## config.mk

```make
export PLATFORM = sky130hd
export DESIGN_NAME = audio_mixer_n
export DESIGN_NICKNAME = d
export VERILOG_FILES = /design/src/rtl/audio_mixer_n.sv
export SDC_FILE = /design/constraint.sdc
export NUM_CORES = 1
export LEC_CHECK = 0
export BUFFER_PORTS_ARGS = -buffer_cell sky130_fd_sc_hd__buf_2
export CAP_MARGIN = 40
export CORE_ASPECT_RATIO = 1.5
export CORE_MARGIN = 2
export CORE_UTILIZATION = 61
export DETAILED_ROUTE_END_ITERATION = 6
export GPL_ROUTABILITY_DRIVEN = 0
export PLACE_DENSITY = 0.82
export SYNTH_ARGS = -nofsm -noshare
export SYNTH_HDL_FRONTEND = slang
export SYNTH_SLANG_ARGS = --single-unit
```

## constraint.sdc

```tcl
create_clock -name clk_sys -period 11 [get_ports clk_sys]
set_clock_uncertainty 0.05 [all_clocks]
set_input_delay 0.55 -clock clk_sys [delete_from_list [all_inputs] [get_ports clk_sys]]
set_output_delay 0.55 -clock clk_sys [all_outputs]
set_load 0.02 [all_outputs]
```

## src/rtl/audio_mixer_n.sv

```systemverilog
// N-channel stereo audio mixer.
// A sample strobe snapshots every channel's sample, gain and pan. The mixer
// then accumulates one channel per clock into signed left/right accumulators,
// scales and saturates each side to OUT_W, and presents a registered stereo
// sample with a one-cycle valid pulse, a clip counter and a sticky overrun flag.
module audio_mixer_n #(
    parameter int                  CHANNELS  = 3,
    parameter int                  IN_W      = 16,
    parameter int                  OUT_W     = 16,
    parameter logic [CHANNELS-1:0] CH_SIGNED = {CHANNELS{1'b1}}
) (
    input  logic                     clk_sys,
    input  logic                     reset_n,
    input  logic                     sample_stb,
    input  logic [CHANNELS*IN_W-1:0] ch_data,
    input  logic [CHANNELS*4-1:0]    ch_gain,
    input  logic [CHANNELS*2-1:0]    ch_pan,
    input  logic                     clr,
    output logic [OUT_W-1:0]         out_l,
    output logic [OUT_W-1:0]         out_r,
    output logic                     out_valid,
    output logic                     busy,
    output logic [7:0]               clip_cnt,
    output logic                     overrun
);

    // Wide enough that summing every channel at full gain cannot overflow.
    localparam int ACC_W = IN_W + 4 + $clog2(CHANNELS) + 1;
    localparam int P_W   = IN_W + 5;
    localparam int SH    = OUT_W - IN_W;
    localparam int V_W   = ACC_W + SH;
    localparam int IDX_W = (CHANNELS > 1) ? $clog2(CHANNELS) : 1;

    localparam logic [1:0] ST_IDLE  = 2'd0;
    localparam logic [1:0] ST_ACCUM = 2'd1;
    localparam logic [1:0] ST_CLIP  = 2'd2;

    logic [1:0]                state_q, state_d;
    logic [IDX_W-1:0]          idx_q, idx_d;
    logic [CHANNELS*IN_W-1:0]  data_q, data_d;
    logic [CHANNELS*4-1:0]     gain_q, gain_d;
    logic [CHANNELS*2-1:0]     pan_q, pan_d;
    logic signed [ACC_W-1:0]   acc_l_q, acc_l_d;
    logic signed [ACC_W-1:0]   acc_r_q, acc_r_d;
    logic [OUT_W-1:0]          out_l_q, out_l_d;
    logic [OUT_W-1:0]          out_r_q, out_r_d;
    logic                      out_valid_q, out_valid_d;
    logic [7:0]                clip_cnt_q, clip_cnt_d;
    logic                      overrun_q, overrun_d;

    logic [IN_W-1:0]           cur_data;
    logic [3:0]                cur_gain;
    logic [1:0]                cur_pan;
    logic                      cur_signed;
    logic signed [ACC_W-1:0]   prod;
    logic signed [ACC_W-1:0]   acc_l_nx;
    logic signed [ACC_W-1:0]   acc_r_nx;
    logic                      clip_evt;

    // Offset-binary channels have their MSB flipped to become two's complement;
    // gain is an unsigned 0..15 multiplier where 4 means unity.
    function automatic logic signed [ACC_W-1:0] channel_product(
        input logic [IN_W-1:0] d,
        input logic [3:0]      g,
        input logic            sgn
    );
        logic signed [IN_W-1:0] s;
        logic signed [P_W-1:0]  se;
        logic signed [P_W-1:0]  ge;
        logic signed [P_W-1:0]  p;
        s  = sgn ? signed'(d) : signed'({~d[IN_W-1], d[IN_W-2:0]});
        se = P_W'(s);
        ge = P_W'(signed'({1'b0, g}));
        p  = se * ge;
        return ACC_W'(p);
    endfunction

    // Remove the unity-gain factor of 4 (floor) and left-align to OUT_W.
    function automatic logic signed [V_W-1:0] scale(input logic signed [ACC_W-1:0] acc);
        logic signed [ACC_W-1:0] q;
        logic signed [V_W-1:0]   v;
        q = acc >>> 2;
        v = V_W'(q);
        return v <<< SH;
    endfunction

    // True when the scaled value does not fit in a signed OUT_W word.
    function automatic logic sat_clip(input logic signed [ACC_W-1:0] acc);
        logic signed [V_W-1:0] v;
        logic [V_W-OUT_W:0]    hi;
        v  = scale(acc);
        hi = v[V_W-1:OUT_W-1];
        return !((hi == '0) || (hi == '1));
    endfunction

    function automatic logic [OUT_W-1:0] sat_value(input logic signed [ACC_W-1:0] acc);
        logic signed [V_W-1:0] v;
        v = scale(acc);
        if (!sat_clip(acc)) begin
            return v[OUT_W-1:0];
        end else if (v[V_W-1]) begin
            return {1'b1, {(OUT_W-1){1'b0}}};
        end else begin
            return {1'b0, {(OUT_W-1){1'b1}}};
        end
    endfunction

    // Next-state logic: snapshot, per-channel accumulate, and on the last
    // channel register the saturated result so it is valid during CLIP.
    always_comb begin
        state_d     = state_q;
        idx_d       = idx_q;
        data_d      = data_q;
        gain_d      = gain_q;
        pan_d       = pan_q;
        acc_l_d     = acc_l_q;
        acc_r_d     = acc_r_q;
        out_l_d     = out_l_q;
        out_r_d     = out_r_q;
        out_valid_d = 1'b0;
        clip_cnt_d  = clip_cnt_q;
        overrun_d   = overrun_q;
        clip_evt    = 1'b0;
        cur_data    = '0;
        cur_gain    = '0;
        cur_pan     = '0;
        cur_signed  = 1'b1;

        for (int i = 0; i < CHANNELS; i++) begin
            if (idx_q == IDX_W'(i)) begin
                cur_data   = data_q[i*IN_W +: IN_W];
                cur_gain   = gain_q[i*4 +: 4];
                cur_pan    = pan_q[i*2 +: 2];
                cur_signed = CH_SIGNED[i];
            end
        end

        prod     = channel_product(cur_data, cur_gain, cur_signed);
        acc_l_nx = acc_l_q + (cur_pan[0] ? prod : '0);
        acc_r_nx = acc_r_q + (cur_pan[1] ? prod : '0);

        case (state_q)
            ST_IDLE: begin
                if (sample_stb) begin
                    data_d  = ch_data;
                    gain_d  = ch_gain;
                    pan_d   = ch_pan;
                    acc_l_d = '0;
                    acc_r_d = '0;
                    idx_d   = '0;
                    state_d = ST_ACCUM;
                end
            end
            ST_ACCUM: begin
                acc_l_d = acc_l_nx;
                acc_r_d = acc_r_nx;
                if (idx_q == IDX_W'(CHANNELS - 1)) begin
                    out_l_d     = sat_value(acc_l_nx);
                    out_r_d     = sat_value(acc_r_nx);
                    out_valid_d = 1'b1;
                    clip_evt    = sat_clip(acc_l_nx) || sat_clip(acc_r_nx);
                    state_d     = ST_CLIP;
                end else begin
                    idx_d = idx_q + IDX_W'(1);
                end
            end
            ST_CLIP: begin
                state_d = ST_IDLE;
            end
            default: begin
                state_d = ST_IDLE;
            end
        endcase

        // Clear takes priority over a same-cycle increment or overrun set.
        if (clr) begin
            clip_cnt_d = '0;
            overrun_d  = 1'b0;
        end else begin
            if (clip_evt && (clip_cnt_q != 8'hFF)) begin
                clip_cnt_d = clip_cnt_q + 8'd1;
            end
            if (sample_stb && (state_q != ST_IDLE)) begin
                overrun_d = 1'b1;
            end
        end
    end

    // State and datapath registers; reset aborts any mix in progress.
    always_ff @(posedge clk_sys or negedge reset_n) begin
        if (!reset_n) begin
            state_q     <= ST_IDLE;
            idx_q       <= '0;
            data_q      <= '0;
            gain_q      <= '0;
            pan_q       <= '0;
            acc_l_q     <= '0;
            acc_r_q     <= '0;
            out_l_q     <= '0;
            out_r_q     <= '0;
            out_valid_q <= 1'b0;
            clip_cnt_q  <= '0;
            overrun_q   <= 1'b0;
        end else begin
            state_q     <= state_d;
            idx_q       <= idx_d;
            data_q      <= data_d;
            gain_q      <= gain_d;
            pan_q       <= pan_d;
            acc_l_q     <= acc_l_d;
            acc_r_q     <= acc_r_d;
            out_l_q     <= out_l_d;
            out_r_q     <= out_r_d;
            out_valid_q <= out_valid_d;
            clip_cnt_q  <= clip_cnt_d;
            overrun_q   <= overrun_d;
        end
    end

    assign out_l     = out_l_q;
    assign out_r     = out_r_q;
    assign out_valid = out_valid_q;
    assign busy      = (state_q != ST_IDLE);
    assign clip_cnt  = clip_cnt_q;
    assign overrun   = overrun_q;

endmodule
```

---- Word-level counts from Yosys, hierarchy flattened ----
Index checks and enable logic that the tools add are counted.
word-level totals
  register bits after elaboration ......... 158
  bits of input ports ..................... 70
operators by class
  $add $sub $neg .......................... 4
  multipliers ............................. 1
  eq/ne operators ......................... 9
  muxes and demuxes ....................... 32
  reductions and logical operators ........ 20
operator list
  kind                                           count
  two-way mux 16 bit                             7
  one-hot mux 23 bit (2 select lines)            2
  two-way mux 23 bit                             3
  adder 23 bit                                   2
  multiplier 16 x 5 -> 21 bit                    1
  == test 8 bit, second input constant           2
  logical NOT 8 bit                              2
  two-way mux 8 bit                              2
  two-way mux 2 bit                              7
  two-way mux 4 bit                              3
  adder 8 x 1 -> 8 bit, second input constant    1
  inequality test 8 bit, second input constant   1
  one-hot mux 2 bit (2 select lines)             2
  AND reduction 2 bit                            4
  nonzero test 2 bit                             4
  two-way mux 1 bit                              6
  inequality test 2 bit, second input constant   3
  == test 2 x 1 -> 1 bit, second input constant  2
  logical NOT 2 bit                              2
  logical OR 1 bit                               3
  AND reduction 3 bit                            1
  adder 2 x 1 -> 2 bit, second input constant    1
  == test 2 bit, second input constant           1
  logical AND 1 bit                              2
  logical NOT 1 bit                              2

---- Longest topological paths before layout ----
  word-level depth ........................ 16
  mapped depth ............................ 38

---- Worst setup path after synthesis ----
Ideal clock, no wire load.
  path kind ............................... register to register
  start point ............................. register idx_q[0]
  end point ............................... register clip_cnt_q[4], in the netlist clip_cnt[4]
  library setup time ...................... 0.128 ns
  arrival ................................. 8.114 ns
  setup slack ............................. 2.708 ns
  cell stages (with the launch flop) ...... 37
  buffers on the path ..................... 4
  path through ............................ dfrtp_1 -> ha_1 -> clkbuf_1 -> buf_1 -> a21oi_1 -> nor2_1 -> a21oi_1 -> clkbuf_1 -> nor2_1 -> ha_1 -> inv_1 -> fa_1 -> fa_1 -> inv_1 -> ha_1 -> a21oi_1 -> o21ai_0 -> a21oi_1 -> o21ai_0 -> a21oi_1 -> o21bai_1 -> a21oi_1 -> xor2_1 -> nor2_1 -> ha_1 -> nand4_1 -> a21oi_1 -> a2111oi_0 -> a211oi_1 -> or3_1 -> a41oi_1 -> xor3_1 -> or4b_1 -> a22oi_2 -> buf_6 -> nor3_1 -> mux2_1
on the way
  word-level cells in the longest chain between the ends .. 15
RTL lines
  what                                                                  line      RTL
  start: declaration                                                    39        logic [IDX_W-1:0] idx_q, idx_d;
  start signal: assignment                                              206       idx_q <= idx_d;
  logical NOT 2 bit                                                     130       if (idx_q == IDX_W'(i)) begin
  two-way mux 16 bit or two-way mux 4 bit (tied branches) (3 in a row)  130
  multiplier 16 x 5 -> 21 bit                                           74        p = se * ge;
  two-way mux 23 bit, on equally long branches                          139, 140
  adder 23 bit, on equally long branches                                139, 140
  == test 8 bit or logical NOT 8 bit (tied branches)                    93        return !((hi == '0) || (hi == '1));
  logical OR 1 bit                                                      93
  logical NOT 1 bit                                                     93
  logical OR 1 bit                                                      161       clip_evt = sat_clip(acc_l_nx) || sat_clip(acc_r_nx);
  two-way mux 1 bit *                                                   157       if (idx_q == IDX_W'(CHANNELS - 1)) begin
  two-way mux 1 bit *                                                   142       case (state_q)
  logical AND 1 bit *                                                   180       if (clip_evt && (clip_cnt_q != 8'hFF)) begin
  nonzero test 2 bit (no source line) *                                 n/a
  end signal: assignment                                                215       clip_cnt_q <= clip_cnt_d;
  end: declaration                                                      48        logic [7:0] clip_cnt_q, clip_cnt_d;
Mark *: on every way between the ends. The rest lies on a longest branch, timed or not.
A chain may end at the register's enable or synchronous reset.

---- Final worst setup path ----
Same ends and word-level chain as after synthesis.

==> flow_metrics.py <==
metrics = {
    "clocking": {
        "cts_root_buf": "clkbuf_16",
        "cts_buffers": 17,
        "post_cts_buffers": 0,
        "cts_tree": "built",
        "clkTransAtPathRegs_ns": 0.06,
        "cts-resized-gates": 0,
        "clk_path_buf_depth": 2,
        "clock-sinks": 158,
        "clk_latency_ns": 0.43,
        "h-tree-depth": 4,
    },
    "synth": {
        "netlist_instances": 1231,
        "synth_cell_types": 68,
        "synth_edf_count": 0,
        "synth_top_area_cell": "dfrtp_1",
        "synthTopCellsByArea": "dfrtp_1 35%, ha_1 9.7%, mux2_2 6.5%",
        "ys_warn_count": 0,
        "synth_nets": 1424,
        "synth_most_common_cell": "nor2_1",
        "syn_avg_cell_area_um2": 9.20,
        "synth_ff_type": "dfrtp_1",
        "synth.top_cell.area_share_pct": 34.9,
        "ys_ff_latch": 158,
        "async_flop_share_pct": 100,
        "netlist_area_um2": 11300,
        "synthTopCellsByCount": "175 x nor2_1, 158 x dfrtp_1, 106 x a21oi_1",
        "synth.yosys.seq_area_share_pct": 34.9,
    },
    "floorplan": {
        "num_rows": 61,
        "start_util_pct": 61.6,
        "die_h_um": 171,
        "dieArea_um2": 19700,
        "die_w_um": 115,
        "io_pins": 113,
        "coreArea_um2": 18400,
    },
    "global_routing": {
        "grt.total_usage_pct": 28.0,
        "grt_pass1_wl_um": 44000,
        "grt_max_degree": 70,
        "grt_remaining_overflow": 0,
        "grt_pass1_vias": 9507,
        "grt_busiest_layer": "met2",
        "antenna_found_initial": 0,
        "global_route.usage.met1_pct": 31.9,
        "grt_use_met3_pct": 4.57,
        "grtUsageMet2_pct": 49.9,
    },
    "timing": {
        "finalSetupViolations": 0,
        "rsz0062_at_grt": "no",
        "worst_pin_slew_ns": 0.832,
        "hold_violations": 0,
        "fin_ws_ns": 1.73,
        "holdWs_ns": 0.274,
        "finalSetupTns_ns": 0,
        "clock.fmax_mhz": 108,
        "slew_violations": 0,
        "fin_crit_sh_pct": 84.3,
        "period_needed_ns": 9.27,
        "slew_headroom_pct": 44.5,
    },
    "drt": {
        "drt_first_pass_iters": 7,
        "num_vias": 9313,
        "wl_um": 26500,
        "via_per_inst": 5.86,
        "drc": 0,
        "drt.antenna.violating_nets": 0,
        "drtIter0Drc": 489,
        "wl_per_cell_um": 16.7,
    },
    "flow_run": {
        "maxCapViolations": 0,
    },
    "final_layout": {
        "layout.nets": 1519,
        "fin_util_pct": 69.2,
        "seqCellArea_um2": 3950,
        "drive_gt1_share_pct": 18.4,
        "synthToLayoutAreaGrowth_pct": 12.4,
        "multi_input_area_um2": 6820,
        "diodes": 0,
        "fillers": 1410,
    },
    "min_path": {
        "holdPathEnd": "data_q[47]$_DFFE_PN0P_",
        "whs_path_depth": 3,
        "min_from": "ch_data[47]",
        "hold_class": "in2reg",
    },
    "setup_path": {
        "worst-setup-path-type": "reg2reg",
        "ff2ff_setup_slack_ns": 1.73,
        "critPathRequiredTime_ns": 11.26,
        "worst-path-max-fanout": 31,
        "crit_slowest_cell": "fa_1",
        "worstRegToRegCells": 33,
        "reg2reg_to": "clip_cnt[4]$_DFFE_PN0P_",
        "start_kind": "flop",
        "crit_path_frequent_cell": "a21oi_1",
        "reg2reg_from": "idx_q[0]$_DFFE_PN0P_",
        "cp-end-kind": "flop",
        "crit_family": "compound AO/OA/AOI/OAI gates",
        "path_buf_inv": 4,
        "slowest_delay_ns": 0.55,
        "worstPathArrival_ns": 9.53,
    },
    "placed_design": {
        "dpl.hpwl_um": 19900,
        "place_ws_ns": 1.89,
        "io_buffer_count": 112,
    },
    "status": {
        "status": "completed",
    },
}
## metal layers
layer,part of all wire [%],up-vias,wire [um]
met5,0,-,0
met4,4.6,0,1230
met3,5.1,82,1350
met2,52,288,13700
met1,38,4486,10200
li1,-,4457,-
## layout make-up
cell class	count	area share, %
Multi-Input combinational cell	926	53.6
Sequential cell	158	31.1
Timing Repair Buffer	126	5.46
Clock buffer	20	3.67
Inverter	97	2.86
Tap cell	252	2.48
Clock inverter	10	0.904
## layout by cell type (no fill, tap or decap), types with 10 or more instances in the layout
| master | n |
|---|---|
| o21ai_0 | 45 |
| nand3_1 | 23 |
| or2_2 | 18 |
| buf_2 | 111 |
| a211oi_1 | 11 |
| mux2_2 | 65 |
| o22a_1 | 15 |
| xnor2_1 | 40 |
| clkbuf_16 | 17 |
| xor2_1 | 14 |
| fa_1 | 35 |
| a21oi_1 | 106 |
| ha_1 | 88 |
| nor2b_1 | 24 |
| dfrtp_1 | 158 |
| nor2_1 | 174 |
| a21o_1 | 15 |
| buf_4 | 12 |
| inv_1 | 97 |
| nand2_1 | 81 |
| and2_1 | 10 |
| o21bai_1 | 11 |
| a22o_1 | 38 |
## registers in the layout, indices dropped and copies added (netlist names), 2 cells and up
signal    count
idx_q         2
acc_r_q      23
out_l        16
acc_l_q      23
gain_q       12
data_q       48
state_q       2
pan_q         6
clip_cnt      8
out_r        16
## worst max path at each step
stage | depth (start not counted) | slack [ns] | end | from
5_1_grt | 36 | 1.17 | clip_cnt[4]$_DFFE_PN0P_ | idx_q[1]$_DFFE_PN0P_
3_3_place_gp | 36 | 2.08 | clip_cnt[4]$_DFFE_PN0P_ | idx_q[0]$_DFFE_PN0P_
3_5_place_dp | 33 | 1.89 | clip_cnt[4]$_DFFE_PN0P_ | idx_q[0]$_DFFE_PN0P_
4_1_cts | 33 | 1.79 | clip_cnt[4]$_DFFE_PN0P_ | idx_q[0]$_DFFE_PN0P_
6_report | 33 | 1.73 | clip_cnt[4]$_DFFE_PN0P_ | idx_q[0]$_DFFE_PN0P_
2_1_floorplan | 36 | 2.71 | clip_cnt[4]$_DFFE_PN0P_ | idx_q[0]$_DFFE_PN0P_
## kinds of logic (layout without fill, tap and decap cells)
| family | after synthesis | count (layout) | share of synthesized area [%] |
|---|---|---|---|
| compound gates | 293 | 293 | 17.1 |
| xor+xnor | 55 | 55 | 4.39 |
| fa+ha+maj | 123 | 123 | 15.9 |
| buf+inv | 147 | 253 | 4.97 |
| flops | 158 | 158 | 34.9 |
| mux | 71 | 71 | 7.06 |
| simple gates | 384 | 384 | 15.6 |
## through the flow
step	cell area, um2	instances
finish	12700	1589
CTS	12700	1589
global route	12700	1589
floorplan	11300	1231
detailed placement	12100	1558
global placement	12100	1556
## timing repair
item | 4_1_cts | 5_1_grt
hold buffers | 1 | 0
hold endpoints to repair | 37 | 0
endpoints found under the setup margin | 0 | 0
## worst register-to-register path: cells and delay by family (launching register included)
kind / cells / cell delay (ns)
compound gates: 13 / 2.97
flops: 1 / 0.40
mux: 1 / 0.33
simple gates: 7 / 1.59
fa+ha+maj: 6 / 2.58
xor+xnor: 2 / 0.63
buf+inv: 4 / 0.59
Power is left out: the tool's default activity adds up to more than one toggle a clock period on the data nets, which glitch-free logic cannot reach.
